`src/rtl/port_rx_buffer.sv`:
```
// Receive buffer behind one switch output: FWFT FIFO with target-field classification,
// registered back-pressure and saturating per-class packet statistics.
module port_rx_buffer #(
    parameter int DEPTH        = 8,
    parameter int AFULL_MARGIN = 2,
    parameter int PORT_ID      = 0
) (
    input  logic        clk,
    input  logic        reset,
    input  logic [15:0] data_op,
    input  logic        valid_op,
    output logic        suspend_op,
    output logic [15:0] out_data,
    output logic [1:0]  out_type,
    output logic        out_valid,
    input  logic        out_ready,
    output logic [15:0] pkt_count,
    output logic [7:0]  single_count,
    output logic [7:0]  mcast_count,
    output logic [7:0]  bcast_count,
    output logic [7:0]  err_count,
    output logic [7:0]  drop_count
);
    localparam int AW = $clog2(DEPTH);
    localparam logic [AW:0] FULL   = DEPTH[AW:0];
    localparam logic [AW:0] MARGIN = AFULL_MARGIN[AW:0];

    logic [DEPTH-1:0][15:0] mem_data;
    logic [DEPTH-1:0][1:0]  mem_type;
    logic [AW-1:0]          wr_ptr, rd_ptr;
    logic [AW:0]            count, count_next;
    logic                   push, pop, drop, err;
    logic [1:0]             cls;

    always_comb begin
        cls = 2'd2;
        case (data_op[3:0])
            4'b1111:                         cls = 2'd3;
            4'b0000:                         cls = 2'd0;
            4'b0001, 4'b0010, 4'b0100, 4'b1000: cls = 2'd1;
            default:                         cls = 2'd2;
        endcase
    end

    assign err  = (data_op[3:0] == 4'b0000) || !data_op[PORT_ID];
    assign pop  = out_valid && out_ready;
    // A full FIFO still accepts a word when the head leaves on the same edge.
    assign push = valid_op && ((count != FULL) || pop);
    assign drop = valid_op && !push;

    always_comb begin
        count_next = count;
        if (push && !pop)      count_next = count + 1'b1;
        else if (pop && !push) count_next = count - 1'b1;
    end

    // Head is gated so the outputs read zero whenever nothing is buffered.
    assign out_valid = (count != '0);
    assign out_data  = out_valid ? mem_data[rd_ptr] : 16'h0000;
    assign out_type  = out_valid ? mem_type[rd_ptr] : 2'd0;

    always_ff @(posedge clk) begin
        if (push) begin
            mem_data[wr_ptr] <= data_op;
            mem_type[wr_ptr] <= cls;
        end
    end

    always_ff @(posedge clk or posedge reset) begin
        if (reset) begin
            wr_ptr     <= '0;
            rd_ptr     <= '0;
            count      <= '0;
            suspend_op <= 1'b0;
        end else begin
            if (push) wr_ptr <= wr_ptr + 1'b1;
            if (pop)  rd_ptr <= rd_ptr + 1'b1;
            count      <= count_next;
            suspend_op <= (FULL - count_next) <= MARGIN;
        end
    end

    always_ff @(posedge clk or posedge reset) begin
        if (reset) begin
            pkt_count    <= '0;
            single_count <= '0;
            mcast_count  <= '0;
            bcast_count  <= '0;
            err_count    <= '0;
            drop_count   <= '0;
        end else begin
            if (push) begin
                if (pkt_count != 16'hFFFF) pkt_count <= pkt_count + 16'd1;
                if (cls == 2'd1 && single_count != 8'hFF) single_count <= single_count + 8'd1;
                if (cls == 2'd2 && mcast_count != 8'hFF)  mcast_count  <= mcast_count + 8'd1;
                if (cls == 2'd3 && bcast_count != 8'hFF)  bcast_count  <= bcast_count + 8'd1;
                if (err && err_count != 8'hFF)            err_count    <= err_count + 8'd1;
            end
            if (drop && drop_count != 8'hFF) drop_count <= drop_count + 8'd1;
        end
    end
endmodule

```
`config.mk`:
```
export PLATFORM = sky130hd
export DESIGN_NAME = port_rx_buffer
export DESIGN_NICKNAME = d
export VERILOG_FILES = /design/src/rtl/port_rx_buffer.sv
export SDC_FILE = /design/constraint.sdc
export NUM_CORES = 1
export LEC_CHECK = 0
export ABC_CLOCK_PERIOD_IN_PS = 4100
export CORE_MARGIN = 10
export CORE_UTILIZATION = 40
export CTS_CLUSTER_SIZE = 40
export DETAILED_ROUTE_END_ITERATION = 7
export PLACE_DENSITY_LB_ADDON = 0.12
export REMOVE_ABC_BUFFERS = 1
export SLEW_MARGIN = 20
export SYNTH_ARGS = -nofsm -noshare
export SYNTH_HDL_FRONTEND = slang
export SYNTH_SLANG_ARGS = --single-unit
export TNS_END_PERCENT = 5
```
`constraint.sdc`:
```
create_clock -name clk -period 4.1 [get_ports clk]
set_input_delay 1.025 -clock clk [delete_from_list [all_inputs] [get_ports clk]]
set_output_delay 1.025 -clock clk [all_outputs]
set_load 0.05 [all_outputs]
```
==> metrics.txt, run 1 <==
# TYPE chip_impl_metric gauge
chip_impl_metric{name="timing.clock.skew",unit="ps"} 5.64
chip_impl_metric{name="syn-cell-area",unit="mm²"} 0.00890
chip_impl_metric{name="synth_area_per_inst",unit="µm²"} 16.3
chip_impl_metric{name="worst_setup_hold_path_clk_slew",unit="ps"} 60
chip_impl_info{name="synth-main-ff-cell",value="edfxtp_1"} 1
chip_impl_metric{name="ir_drop",unit="V"} 0.000398
chip_impl_info{name="crit_start",value="count[0]"} 1
chip_impl_metric{name="timing.critical_path.required",unit="ps"} 3070
chip_impl_metric{name="critical_path_depth",unit=""} 7
chip_impl_metric{name="synth_sequential_area_ratio",unit=""} 0.674
chip_impl_metric{name="crit_path_max_incr_delay",unit="ps"} 810
chip_impl_info{name="worstReg2RegStart",value="count[0]"} 1
chip_impl_metric{name="portBuffers",unit=""} 95
chip_impl_metric{name="first_global_vias",unit=""} 5460
chip_impl_metric{name="floorplan.initialDensity",unit=""} 0.408
chip_impl_metric{name="cts_hold_repair.buffers",unit=""} 0
chip_impl_metric{name="relSlewSlack",unit=""} 0.586
chip_impl_metric{name="route.detailed.vias_per_inst",unit=""} 5.23
chip_impl_metric{name="timing.reg2reg.worst_path_depth",unit=""} 7
chip_impl_metric{name="final_worst_setup_slack",unit="ps"} 307
chip_impl_metric{name="area_growth",unit="%"} 25.5
chip_impl_metric{name="setup_viol",unit=""} 0
chip_impl_info{name="hold_path_class",value="register to register"} 1
chip_impl_metric{name="buffer_levels_on_the_longest_clock_path",unit=""} 3
chip_impl_metric{name="coreArea",unit="mm²"} 0.0218
chip_impl_info{name="worstSetupPathType",value="register to output port"} 1
chip_impl_metric{name="final_antenna_net_count",unit=""} 0
chip_impl_metric{name="place_area",unit="mm²"} 0.0103
chip_impl_metric{name="clock.fmax",unit="MHz"} 264
chip_impl_metric{name="die_w",unit="µm"} 169
chip_impl_metric{name="post-cts-setup-buffer-count",unit=""} 0
chip_impl_metric{name="layout_cells_sized_above_1",unit=""} 0.195
chip_impl_metric{name="via_count",unit=""} 5056
chip_impl_metric{name="fp-row-count",unit=""} 54
chip_impl_metric{name="cts-buffers-inserted",unit=""} 24
chip_impl_metric{name="min_period",unit="ps"} 3790
chip_impl_metric{name="num-fill-cells",unit=""} 1797
chip_impl_metric{name="postSynthCellCount",unit=""} 547
chip_impl_metric{name="drt_wl_total",unit="µm"} 19600
chip_impl_metric{name="detail_route.drc_violations",unit=""} 0
chip_impl_metric{name="design_area",unit="mm²"} 0.0112
chip_impl_info{name="path_cells",value="inv_1 -> ha_1 -> nand2b_1 -> nor2_4 -> buf_4 -> nor2_1 -> clkdlybuf4s50_1"} 1
chip_impl_metric{name="post_drt_wl_per_cell",unit="µm"} 20.2
chip_impl_metric{name="number_of_detailed_routing_iterations_run_before_antenna_repair",unit=""} 4
chip_impl_metric{name="grt_use_total",unit=""} 0.137
chip_impl_metric{name="finalWeightedCongestion",unit=""} 0.810
chip_impl_metric{name="largest_net_degree_at_the_start_of_global_routing",unit=""} 30
chip_impl_info{name="r2r_end",value="mem_data[59]"} 1
chip_impl_info{name="cts_tree",value="yes"} 1
chip_impl_info{name="grt_setup_unrepaired",value="false"} 1
chip_impl_info{name="crit_path_top_delay_cell",value="clkdlybuf4s50_1"} 1
chip_impl_metric{name="cellLeakagePower",unit="nW"} 4.11
chip_impl_info{name="timing.critical_path.max_delay_family",value="buffers and inverters"} 1
chip_impl_metric{name="synthesis.yosys.warnings",unit=""} 0
chip_impl_metric{name="power_density",unit="mW/mm²"} 791
chip_impl_metric{name="cts_max_level",unit=""} 1
chip_impl_info{name="setup.worst_path.end_class",value="output port"} 1
chip_impl_metric{name="yosys_register_bits",unit=""} 211
chip_impl_info{name="status",value="complete, no violations"} 1
chip_impl_metric{name="path_max_fanout",unit=""} 9
chip_impl_metric{name="drt_initial_violations",unit=""} 243
chip_impl_metric{name="die_h",unit="µm"} 169
chip_impl_metric{name="detailed_place_hpwl",unit="µm"} 12600
chip_impl_metric{name="count_of_boundary_i_o_pins",unit=""} 96
chip_impl_metric{name="design.final.nets",unit=""} 699
chip_impl_metric{name="max_cap_violations",unit=""} 0
chip_impl_metric{name="post-place-ws",unit="ps"} 663
chip_impl_metric{name="rrSetupSlack",unit="ps"} 1640
chip_impl_metric{name="die-area",unit="mm²"} 0.0286
chip_impl_metric{name="synth-edff-count",unit=""} 144
chip_impl_info{name="setup.worst_path.end",value="out_data[10]"} 1
chip_impl_metric{name="worstPathBufferInverterCount",unit=""} 3
chip_impl_metric{name="fin_setup_tns",unit="ps"} 0
chip_impl_metric{name="arrival",unit="ps"} 2770
chip_impl_metric{name="synth.distinct_cells",unit=""} 54
chip_impl_metric{name="grt-ovfl-total",unit=""} 0
chip_impl_metric{name="clock_latency_on_the_worst_skew_pair",unit="ps"} 510
chip_impl_info{name="start_kind",value="register"} 1
chip_impl_metric{name="grt_first_pass_wirelength",unit="µm"} 31300
chip_impl_info{name="cts_root_buffer",value="clkbuf_16"} 1
chip_impl_metric{name="final_min_period_over_clock_period",unit=""} 0.925
chip_impl_metric{name="antenna_found_initial",unit=""} 0
chip_impl_metric{name="power.total",unit="W"} 0.00883
chip_impl_metric{name="worst-slew-pin-transition",unit="ps"} 613
chip_impl_metric{name="num_antenna_cells",unit=""} 0
chip_impl_metric{name="final-max-slew-violation-count",unit=""} 0
chip_impl_metric{name="hold_viol",unit=""} 0
chip_impl_metric{name="cts_sinks",unit=""} 211
chip_impl_metric{name="async_reset_ff_frac",unit=""} 0.318
==> where the power goes <==
group          switching [W]  internal, W  leakage (nW)  total (W)
clock               0.000849      0.00149         0.421    0.00234
combinational        0.00205      0.00130          1.51    0.00335
sequential          0.000447      0.00269          2.18    0.00314
total                0.00335      0.00548          4.11    0.00883
==> cell type report <==
class                   instances  area [µm²]  share of cell area
flip-flops and latches        211        6000               0.537
multi-input cells             306        2800               0.251
repair buffers                117        1100              0.0984
clock buffers                  26         629              0.0564
well taps                     280         350              0.0314
clock inverters                18         254              0.0227
inverters                       9        33.8             0.00303
==> worst min path at each step <==
stage,from,endpoint,cells after the start
floorplan,wr_ptr[2],wr_ptr[2],1
global placement,drop_count[5],drop_count[5],1
detailed placement,bcast_count[7],bcast_count[7],1
global route,drop_count[7],drop_count[7],1
CTS,bcast_count[7],bcast_count[7],1
finish,drop_count[5],drop_count[5],1
==> synthesized netlist by cell type (all sizes together) (2+ instances only) <==
cell type  count  area (µm²)
xor2          15         131
ha            10         125
inv            9        33.8
mux2           9         105
and3          12        75.1
and2           5        31.3
and4           3        26.3
nor2          33         126
edfxtp       144        4320
nor2b          4        25.0
o21ai          7        35.0
clkbuf         9        33.8
a311oi         2        52.6
a211oi         3        40.0
buf           12        72.6
mux4          36         811
mux2i         20         200
nor3b          3        22.5
a21oi          5        25.0
xnor2         38         333
nor3           8        40.0
nand4         24         150
nand2b         3        18.8
nand4bb        2        22.5
o211ai         3        22.5
dfrtp         67        1680
nand2         28         113
nand3         16        80.1
==> logic make-up after synthesis <==
| kind of cell | after synthesis | synth area share |
|---|---|---|
| AND/OR/NAND/NOR | 147 | 0.0882 |
| XOR/XNOR | 53 | 0.0522 |
| multiplexers | 65 | 0.125 |
| adder cells (fa/ha/maj) | 11 | 0.0152 |
| buffers and inverters | 30 | 0.0157 |
| flip-flops | 211 | 0.674 |
| AO/OA/AOI/OAI | 30 | 0.0288 |
==> placed cells by master (no fill, tap or decap), types with 3 or more instances in the layout <==
master	instances
nor3_2	3
mux4_2	36
nor2_1	32
and2_1	4
edfxtp_1	144
nand3_1	16
clkbuf_16	25
o21ai_0	7
nand4_1	24
nand2_1	27
ha_1	10
bufinv_16	6
clkinv_1	4
and3_1	12
xor2_1	15
inv_1	8
clkdlybuf4s50_1	83
and4_1	3
nor3_1	5
clkinvlp_4	3
dfrtp_1	66
xnor2_1	38
nor2b_1	4
buf_4	33
mux2i_1	20
mux2_2	8
o211ai_1	3
nand2b_1	3
a21oi_1	5
==> layer usage <==
layer / share of wire / track usage
met5: 0 / 0
met4: 0.013 / 0.0296
met3: 0.066 / 0.0375
met2: 0.49 / 0.224
met1: 0.43 / 0.178
==> per-stage QoR <==
stage | util | instances | hold WS, ps
floorplan | - | 526 | 548
finish | 0.512 | 967 | 495
detailed placement | 0.471 | 923 | 483
global route | 0.512 | 967 | 523
global placement | 0.471 | 923 | 480
CTS | 0.511 | 967 | 499
==> state kept, by name, indices dropped and copies added, names as in the netlist <==
name / count
mem_data: 128
mem_type: 16
pkt_count: 16
bcast_count: 8
drop_count: 8
err_count: 8
mcast_count: 8
single_count: 8
count: 4
rd_ptr: 3
wr_ptr: 3
suspend_op: 1
==> timing repair <==
item                                   in CTS  in global routing
setup endpoints to repair                   0                  1
endpoints found under the hold margin       0                  0
gates resized for setup                     0                  1
Power figures use the tool's default switching activity.
==> inputs of run 2 (changes only) <==
--- a/config.mk
+++ b/config.mk
@@ -8,9 +8,10 @@
 export ABC_CLOCK_PERIOD_IN_PS = 4100
 export CORE_MARGIN = 10
 export CORE_UTILIZATION = 40
+export CTS_CLUSTER_DIAMETER = 80
 export CTS_CLUSTER_SIZE = 40
 export DETAILED_ROUTE_END_ITERATION = 7
-export PLACE_DENSITY_LB_ADDON = 0.12
+export PLACE_DENSITY_LB_ADDON = 0.2
 export REMOVE_ABC_BUFFERS = 1
 export SLEW_MARGIN = 20
 export SYNTH_ARGS = -nofsm -noshare
==> metrics.txt, run 2 (synthesized netlist as in run 1, its figures left out) <==
# TYPE chip_impl_metric gauge
chip_impl_metric{name="cts_max_level",unit=""} 1
chip_impl_metric{name="clock_latency_on_the_worst_skew_pair",unit="ps"} 480
chip_impl_metric{name="detailed_place_hpwl",unit="µm"} 12200
chip_impl_metric{name="number_of_detailed_routing_iterations_run_before_antenna_repair",unit=""} 5
chip_impl_metric{name="ir_drop",unit="V"} 0.000444
chip_impl_metric{name="fin_setup_tns",unit="ps"} 0
chip_impl_metric{name="grt-ovfl-total",unit=""} 0
chip_impl_info{name="most_common_library_cell_in_the_layout_ignoring_fill_and_taps",value="edfxtp_1"} 1
chip_impl_metric{name="post_cts_resize_count",unit=""} 0
chip_impl_metric{name="drt-met1-wl",unit="µm"} 8310
chip_impl_metric{name="grt_use_total",unit=""} 0.128
chip_impl_metric{name="timing.clock.skew",unit="ps"} 26.5
chip_impl_metric{name="first_global_vias",unit=""} 5269
chip_impl_metric{name="die_w",unit="µm"} 169
chip_impl_metric{name="largest_net_degree_at_the_start_of_global_routing",unit=""} 68
chip_impl_metric{name="timing.critical_path.required",unit="ps"} 3070
chip_impl_metric{name="count_of_boundary_i_o_pins",unit=""} 96
chip_impl_metric{name="area_growth",unit="%"} 19.9
chip_impl_metric{name="cts_hold_repair.buffers",unit=""} 0
chip_impl_metric{name="clk_network_pwr_share",unit=""} 0.175
chip_impl_metric{name="post_drt_wl_per_cell",unit="µm"} 19.6
chip_impl_metric{name="finalWeightedCongestion",unit=""} 0.807
chip_impl_metric{name="design.final.nets",unit=""} 684
chip_impl_info{name="path_cells",value="mux4_2 -> mux2i_1 -> nor2_1 -> clkdlybuf4s50_1"} 1
chip_impl_metric{name="clock.fmax",unit="MHz"} 260
chip_impl_metric{name="coreArea",unit="mm²"} 0.0218
chip_impl_info{name="cts_root_buffer",value="clkbuf_16"} 1
chip_impl_info{name="crit_path_top_delay_cell",value="dfrtp_1"} 1
chip_impl_metric{name="dp_cells",unit=""} 920
chip_impl_metric{name="arrival",unit="ps"} 2820
chip_impl_metric{name="detailroute.wirelength.met2",unit="µm"} 8800
chip_impl_metric{name="path_max_fanout",unit=""} 17
chip_impl_metric{name="via_count",unit=""} 4992
chip_impl_info{name="regMostFlops",value="mem_data"} 1
chip_impl_metric{name="die-area",unit="mm²"} 0.0286
chip_impl_info{name="timing.critical_path.max_delay_family",value="flip-flops"} 1
chip_impl_metric{name="portBuffers",unit=""} 95
chip_impl_metric{name="net-switching-power",unit="W"} 0.00318
chip_impl_metric{name="cts-buffers-inserted",unit=""} 12
chip_impl_info{name="largest_registers",value="mem_data x128, mem_type x16, pkt_count x16"} 1
chip_impl_metric{name="num_antenna_cells",unit=""} 0
chip_impl_metric{name="power_density",unit="mW/mm²"} 734
chip_impl_metric{name="layout_cells_sized_above_1",unit=""} 0.168
chip_impl_metric{name="relSlewSlack",unit=""} 0.420
chip_impl_metric{name="detail_route.drc_violations",unit=""} 0
chip_impl_info{name="commonest_non_fill_non_tap_cells_in_the_layout",value="edfxtp_1 (144), clkdlybuf4s50_1 (84), dfrtp_1 (66)"} 1
chip_impl_metric{name="crit_path_max_incr_delay",unit="ps"} 920
chip_impl_metric{name="floorplan.initialDensity",unit=""} 0.408
chip_impl_metric{name="final_antenna_net_count",unit=""} 0
chip_impl_metric{name="fin_hold_ws",unit="ps"} 490
chip_impl_metric{name="switching_share",unit=""} 0.406
chip_impl_metric{name="drt_initial_violations",unit=""} 281
chip_impl_metric{name="die_h",unit="µm"} 169
chip_impl_info{name="topRoutingLayerUsed",value="met4"} 1
chip_impl_metric{name="final-max-slew-violation-count",unit=""} 0
chip_impl_metric{name="post-place-ws",unit="ps"} 611
chip_impl_metric{name="layout.cells.non_filler",unit=""} 940
chip_impl_metric{name="setup_viol",unit=""} 0
chip_impl_metric{name="route.met3.wl",unit="µm"} 1200
chip_impl_metric{name="power.internal",unit="W"} 0.00465
chip_impl_metric{name="min_period",unit="ps"} 3850
chip_impl_metric{name="fp-row-count",unit=""} 54
chip_impl_metric{name="finalCoreUtilization",unit=""} 0.489
chip_impl_metric{name="power.sequential.fraction",unit=""} 0.400
chip_impl_metric{name="largest_reg_flops",unit=""} 128
chip_impl_info{name="start_kind",value="register"} 1
chip_impl_metric{name="final_worst_setup_slack",unit="ps"} 252
chip_impl_metric{name="antenna_found_initial",unit=""} 0
chip_impl_metric{name="grt_first_pass_wirelength",unit="µm"} 29700
chip_impl_info{name="worstSetupPathType",value="register to output port"} 1
chip_impl_info{name="cts_tree",value="yes"} 1
chip_impl_metric{name="buffer_levels_on_the_longest_clock_path",unit=""} 3
chip_impl_metric{name="hold_viol",unit=""} 0
chip_impl_info{name="grt_setup_unrepaired",value="false"} 1
chip_impl_metric{name="final_min_period_over_clock_period",unit=""} 0.939
chip_impl_metric{name="worst-slew-pin-transition",unit="ps"} 870
chip_impl_info{name="setup.worst_path.end_class",value="output port"} 1
chip_impl_metric{name="cellLeakagePower",unit="nW"} 3.87
chip_impl_metric{name="pwr-share-comb",unit=""} 0.426
chip_impl_metric{name="drt_wl_total",unit="µm"} 18500
chip_impl_metric{name="worst_setup_hold_path_clk_slew",unit="ps"} 110
chip_impl_metric{name="worstPathBufferInverterCount",unit=""} 1
chip_impl_metric{name="cts_sinks",unit=""} 211
chip_impl_metric{name="route.detailed.vias_per_inst",unit=""} 5.31
chip_impl_metric{name="max_cap_violations",unit=""} 0
chip_impl_info{name="status",value="complete, no violations"} 1
chip_impl_info{name="hold_path_class",value="register to register"} 1
chip_impl_metric{name="post-cts-setup-buffer-count",unit=""} 0
## run 2: changes by cell type in the layout (fill, tap and decap cells not counted)
cell and delta:
clkbuf_4 +1, clkdlybuf4s50_1 +1, clkinv_8 +1, clkbuf_16 -12
clkbuf_8 +1, clkbuf_1 -1, clkinv_2 -1, clkinv_1 -4
buf_12 -1, clkinv_4 -2, clkinvlp_4 -2, buf_4 -3
bufinv_16 -5
## run 2: power by group through the flow
stage	registers (W)	logic, W	clock network [W]
after floorplan	0.00362	0.00177	0
after global placement	0.00316	0.00335	0
after detailed placement	0.00318	0.00338	0
after CTS	0.00314	0.00339	0.00141
after global routing	0.00320	0.00356	0.00149
final	0.00313	0.00333	0.00137
## run 2: area by class of cell
type,instances,area (µm²)
Fill cell,1854,11200
Sequential cell,211,6000
Multi-Input combinational cell,306,2800
Timing Repair Buffer,114,1070
Tap cell,280,350
Clock buffer,15,347
Clock inverter,5,67.6
Inverter,9,33.8
## run 2: through the flow
step | power [W] | cell area (µm²)
after floorplan | 0.00539 | 8790
after global placement | 0.00651 | 10200
after detailed placement | 0.00656 | 10200
after CTS | 0.00794 | 10700
after global routing | 0.00826 | 10700
final | 0.00783 | 10700
## run 2: worst paths after layout
check / startpoint / to / slack, ps / cells past startpoint
worst max register to register: count[0] / mem_type[6] / 1520 / 7
worst max-delay path: rd_ptr[1] / out_data[10] / 250 / 4
min in group asynchronous: reset / mcast_count[3] / 1120 / 3
max in group asynchronous: reset / rd_ptr[0] / 2370 / 3
worst min-delay path: drop_count[5] / drop_count[5] / 490 / 1
worst min register to register: drop_count[5] / drop_count[5] / 490 / 1
## run 2: routing by layer
metal,vias up,track usage
met2,114,0.206
li1,2305,-
met4,0,0.0214
met3,12,0.0357
met1,2561,0.171
met5,-,0
## run 2: worst register-to-register path: cells and delay by family (launching register included)
family	cells	cell delay, ps
and+or+nand+nor	4	1020
DFF	1	530
buffers and inverters	2	410
adders and majority gates	1	280
